===== config.mk =====
export PLATFORM = sky130hd
export DESIGN_NAME = run_ctrl
export DESIGN_NICKNAME = d
export VERILOG_FILES = /design/src/rtl/tis_run_pkg.sv /design/src/rtl/sat_counter.sv /design/src/rtl/run_ctrl.sv
export SDC_FILE = /design/constraint.sdc
export NUM_CORES = 1
export LEC_CHECK = 0
export BUFFER_PORTS_ARGS = -buffer_cell sky130_fd_sc_hd__buf_2
export CORE_MARGIN = 4
export CORE_UTILIZATION = 30
export DETAILED_ROUTE_END_ITERATION = 7
export PLACE_DENSITY_LB_ADDON = 0.1
export SLEW_MARGIN = 30
export SYNTH_ARGS = -nofsm -noshare
export SYNTH_HDL_FRONTEND = slang
export SYNTH_HIERARCHICAL = 1
export SYNTH_SLANG_ARGS = --single-unit

===== constraint.sdc =====
create_clock -name clk -period 8.7 [get_ports clk]
set_input_delay 2.175 -clock clk [delete_from_list [all_inputs] [get_ports clk]]
set_output_delay 2.175 -clock clk [all_outputs]
set_load 0.05 [all_outputs]

===== src/rtl/tis_run_pkg.sv =====
// Shared types and constants for the test-run sequencer.
// Result bit positions define how run results pack into a host status word.
package tis_run_pkg;

    typedef enum logic [1:0] {
        RS_IDLE,
        RS_CLEAR,
        RS_RUN,
        RS_DONE
    } run_state_t;

    localparam int unsigned NSTREAMS_DEFAULT = 4;

    localparam int unsigned RES_DONE    = 0;
    localparam int unsigned RES_PASS    = 1;
    localparam int unsigned RES_TIMEOUT = 2;
    localparam int unsigned RES_STALL   = 3;
    localparam int unsigned RES_W       = 4;

endpackage


===== src/rtl/sat_counter.sv =====
// Width-parameterised up-counter with synchronous clear and saturation at all-ones.
// count_inc is the saturated successor of the current count, for look-ahead compares.
module sat_counter #(
    parameter int unsigned W = 8
) (
    input  logic         clk,
    input  logic         rst,
    input  logic         clr,
    input  logic         inc,
    output logic [W-1:0] count,
    output logic [W-1:0] count_inc
);

    logic [W-1:0] count_q, count_d;

    assign count_inc = (&count_q) ? count_q : count_q + W'(1);
    assign count     = count_q;

    always_comb begin
        count_d = count_q;
        if (clr) begin
            count_d = '0;
        end else if (inc) begin
            count_d = count_inc;
        end
    end

    always_ff @(posedge clk) begin
        if (rst) begin
            count_q <= '0;
        end else begin
            count_q <= count_d;
        end
    end

endmodule


===== src/rtl/run_ctrl.sv =====
// Test-run sequencer: holds the datapath in reset, clears/releases it on start, watches the
// output checkers and latches the run result. Stall detection is built with RUN_CTRL_STALL_DETECT_EN.
module run_ctrl
    import tis_run_pkg::*;
#(
    parameter int unsigned NSTREAMS     = NSTREAMS_DEFAULT,
    parameter int unsigned CYCW         = 20,
    parameter int unsigned CLEAR_CYCLES = 2,
    parameter int unsigned STALL_LIMIT  = 1024
) (
    input  logic                clk,
    input  logic                rst,
    input  logic                start,
    input  logic                abort,
    input  logic [CYCW-1:0]     timeout_lim,
    input  logic [NSTREAMS-1:0] out_used,
    input  logic [NSTREAMS-1:0] out_done,
    input  logic [NSTREAMS-1:0] out_mismatch,
    input  logic                activity,
    output logic                sys_rst,
    output logic                busy,
    output logic                done,
    output logic                pass,
    output logic                timed_out,
    output logic                stalled,
    output logic [CYCW-1:0]     cycles
);

    localparam int unsigned CLRW = $clog2(CLEAR_CYCLES + 1);

    run_state_t        state_q, state_d;
    logic [CLRW-1:0]   clr_cnt_q, clr_cnt_d;
    logic [RES_W-1:0]  res_q, res_d;
    logic              sys_rst_q, sys_rst_d;
    logic              busy_q, busy_d;
    logic              cyc_clr;
    logic [CYCW-1:0]   cyc_inc;
    logic              any_mismatch, all_done, timeout_hit, stall_hit;

    sat_counter #(
        .W (CYCW)
    ) u_cycles (
        .clk       (clk),
        .rst       (rst),
        .clr       (cyc_clr),
        .inc       (state_q == RS_RUN),
        .count     (cycles),
        .count_inc (cyc_inc)
    );

`ifdef RUN_CTRL_STALL_DETECT_EN
    localparam int unsigned STW = $clog2(STALL_LIMIT + 1);

    logic [STW-1:0] stall_inc, stall_next, unused_stall_cnt;

    // Held at zero outside RUN, so every run starts with a fresh count.
    sat_counter #(
        .W (STW)
    ) u_stall (
        .clk       (clk),
        .rst       (rst),
        .clr       ((state_q != RS_RUN) || activity),
        .inc       (state_q == RS_RUN),
        .count     (unused_stall_cnt),
        .count_inc (stall_inc)
    );

    assign stall_next = activity ? '0 : stall_inc;
    assign stall_hit  = (stall_next == STW'(STALL_LIMIT));
`else
    logic unused_stall;

    assign unused_stall = activity | (STALL_LIMIT == 0);
    assign stall_hit    = 1'b0;
`endif

    assign any_mismatch = |(out_mismatch & out_used);
    assign all_done     = ((out_done & out_used) == out_used);
    assign timeout_hit  = (timeout_lim != '0) && (cyc_inc == timeout_lim);

    always_comb begin
        state_d   = state_q;
        clr_cnt_d = clr_cnt_q;
        res_d     = res_q;
        cyc_clr   = 1'b0;

        unique case (state_q)
            RS_IDLE, RS_DONE: begin
                if (start) begin
                    state_d   = RS_CLEAR;
                    clr_cnt_d = CLRW'(CLEAR_CYCLES);
                    res_d     = '0;
                    cyc_clr   = 1'b1;
                end
            end
            RS_CLEAR: begin
                if (abort) begin
                    state_d = RS_IDLE;
                end else if (clr_cnt_q <= CLRW'(1)) begin
                    state_d = RS_RUN;
                end else begin
                    clr_cnt_d = clr_cnt_q - CLRW'(1);
                end
            end
            RS_RUN: begin
                if (abort) begin
                    state_d        = RS_IDLE;
                    res_d[RES_PASS] = 1'b0;
                end else if (any_mismatch) begin
                    state_d         = RS_DONE;
                    res_d[RES_PASS] = 1'b0;
                end else if (all_done) begin
                    state_d         = RS_DONE;
                    res_d[RES_PASS] = 1'b1;
                end else if (stall_hit) begin
                    state_d          = RS_DONE;
                    res_d[RES_STALL] = 1'b1;
                end else if (timeout_hit) begin
                    state_d            = RS_DONE;
                    res_d[RES_TIMEOUT] = 1'b1;
                end
            end
            default: begin
                state_d = RS_IDLE;
            end
        endcase

        // Outputs are registered from the next state so they line up with the state itself.
        res_d[RES_DONE] = (state_d == RS_DONE);
        busy_d          = (state_d == RS_CLEAR) || (state_d == RS_RUN);
        sys_rst_d       = (state_d != RS_RUN);
    end

    always_ff @(posedge clk) begin
        if (rst) begin
            state_q   <= RS_IDLE;
            clr_cnt_q <= '0;
            res_q     <= '0;
            sys_rst_q <= 1'b1;
            busy_q    <= 1'b0;
        end else begin
            state_q   <= state_d;
            clr_cnt_q <= clr_cnt_d;
            res_q     <= res_d;
            sys_rst_q <= sys_rst_d;
            busy_q    <= busy_d;
        end
    end

    assign sys_rst   = sys_rst_q;
    assign busy      = busy_q;
    assign done      = res_q[RES_DONE];
    assign pass      = res_q[RES_PASS];
    assign timed_out = res_q[RES_TIMEOUT];
    assign stalled   = res_q[RES_STALL];

endmodule


==> qor.yml <==
post-cts-setup-buffer-count: 0
end_kind: "flip-flop"
io_pins: 63
relSlewSlack_pct: 59.56
fin_crit_sh_pct: 46.35
setup_tns_ns: 0
hold_viol: 0
die_area_sq_um: 8780
worst_slack_ns: 4.667
viasPerCell: 4.969
clk_latency_ns: 0.29
peakVddDrop_uv: 69.91
worst_pin_slew_ns: 0.6066
grt_pass1_vias: 2072
cts_buffer_depth: 2
core_sq_um: 6982
holdWs_ns: 0.4804
synthTopCellsByArea: "dfxtp_1 (26%), xor2_1 (13%), a21oi_1 (4.1%)"
clock.fmax_mhz: 248.0
grt_setup_unrepaired: "no"
place.gp.congestion: 0.8611
htreeDepth: 2
fill_cells: 775
grt_pass1_wl_um: 10650
final_util_pct: 37.90
ant_nets: 0
cp-start-kind: "flip-flop"
diodes: 0
finalNetCount: 372
internal_power_w: 0.0002703
crit_type: "reg -> reg"
rows: 30
synth_edf_count: 0
path_cells: "ha_1, nand3_1, nor2_1, nand2_1, and3_1, xor2_1, xor2_1, nor4_1, nand3_1, o31a_4, a21o_2, ha_1, nor2_1"
synthFlopType: "dfxtp_1"
crit_buf_inv: 0
cts_num_sinks: 29
critical_path_peak_fanout: 10
synthCells: 272
ctsHoldBuffers: 0
drt-initial-drc-count: 54
p_per_area_nw_per_um2: 176.0
cts_tree: "built"
layout_min_cycle_time_ns: 4.033
seq_area_frac_synth_pct: 26.35
max-cap-violations: 0
p_comb_share_pct: 42.1
syn-cell-area_sq_um: 2203
setup_viol: 0
path_clk_slew_ns: 0.07
wire_per_inst_um: 15.29
routed_wl_um: 6513
p_switching_w: 0.0001956
die_h_um: 93.70
synth_cell_type_count: 60
cts_root_buf: "clkbuf_8"
cp_top_family: "simple AND/OR/NAND/NOR gates"
slowest_stage: "nor2_1"
synth-warning-count: 6
p_leak_nw: 1.127
finalMaxSlewViolations: 0
antenna_found_initial: 0
synth_top_area_cell: "dfxtp_1"
async_flop_share_pct: 0
regArea_sq_um: 580.6
grtUsageTotal_pct: 15.61
synth_nets: 315
power_switching_share_pct: 41.98
multi_input_area_sq_um: 1533
overflow: 0
drive_above_1_share_pct: 26.97
cts_resized: 0
pwr-share-clk_pct: 24.0
die_w_um: 93.70
layout_common_cells: "buf_2 (60), xor2_1 (33), dfxtp_1 (29)"
start_util_pct: 31.56
synth_top_area_share_pct: 26.35
cp.required_ns: 8.93
syn_to_final_growth_pct: 20.10
worstHoldPathType: "reg -> reg"
drc_errors: 0
finalInstanceArea_sq_um: 2646
seq_power_share_pct: 33.9
vias: 2117
numCtsBuffers: 5
status: "completed"
portBuffers: 60
skew_ns: 0.007898
grt_max_degree: 18
slowest_delay_ns: 0.51
hpwl_um: 4908
arrival_ns: 4.26
dp_worst_setup_slack_ns: 4.692
drt_pre_antenna_iters: 4
layout_commonest_cell: "buf_2"
synth_area_per_cell_sq_um: 8.101
postPlaceCellArea_sq_um: 2564
ys_ff_latch: 29
[final timing paths]
check	slack [ns]	from	cells after the start	endpoint
worst max register to register	4.67	u_cycles/count[1]$_SDFFE_PP0P_	13	busy$_SDFF_PP0_
worst min-delay path	0.48	res_q[2]$_SDFFE_PP0P_	1	res_q[2]$_SDFFE_PP0P_
worst max-delay path	4.67	u_cycles/count[1]$_SDFFE_PP0P_	13	busy$_SDFF_PP0_
worst min register to register	0.48	res_q[2]$_SDFFE_PP0P_	1	res_q[2]$_SDFFE_PP0P_
[state kept, by name, indices dropped and copies added, names as in the netlist]
register	cells
state_q	2
sys_rst	1
u_cycles/count	20
res_q	3
busy	1
clr_cnt_q	2
[metal layers]
metal  vias up  part of all wire [%]  global-route usage [%]
li1       1096                     -                       -
met1       950                    48                   21.99
met2        62                    43                   23.71
met3         9                   7.1                   3.285
met4         0                   1.5                   4.813
met5         -                     0                       0
[power groups by stage]
stage	logic, W	clock network [W]	registers (W)
6_report	0.000196	0.000112	0.000158
3_3_place_gp	0.000196	0	0.000161
4_1_cts	0.000197	0.000118	0.000158
2_1_floorplan	0.000128	0	0.000183
3_5_place_dp	0.000196	0	0.000161
5_1_grt	0.000222	0.000124	0.000160
[per-stage QoR]
step | total power (W) | cells
6_report | 0.0004658 | 426
5_1_grt | 0.0005059 | 426
4_1_cts | 0.0004727 | 426
3_5_place_dp | 0.0003565 | 418
3_3_place_gp | 0.0003566 | 418
2_1_floorplan | 0.0003106 | 272
[cells by family (layout without fill, tap and decap cells)]
| group | after synthesis | after routing | share of synthesized area [%] |
|---|---|---|---|
| AOI/OAI and AO/OA | 51 | 51 | 16.13 |
| xor gates and xnor gates | 42 | 42 | 16.70 |
| adders and majority gates | 6 | 6 | 3.407 |
| buffers and inverters | 18 | 76 | 4.088 |
| DFF | 29 | 29 | 26.35 |
| muxes | 3 | 3 | 1.476 |
| other | 1 | 1 | 0.1702 |
| and+or+nand+nor | 122 | 122 | 31.69 |
[Yosys cell counts, drive strengths merged, types with 6 or more instances]
library cell / number
xor2: 33
xnor2: 9
o21ai: 10
nand3: 9
nand2b: 7
inv: 8
a21oi: 18
nand4: 9
nor4: 13
ha: 6
buf: 7
nor3: 10
nor2: 24
nand2: 23
dfxtp: 29
[final cells by class]
type	instances	area share, %
clock buffer	6	2.742
clock inverter	2	0.3783
inverter	8	1.135
multi-input combinational	225	57.92
sequential	29	21.94
tap	96	4.539
timing repair buffer	60	11.35
No activity file was read; power rests on OpenSTA's default activity.
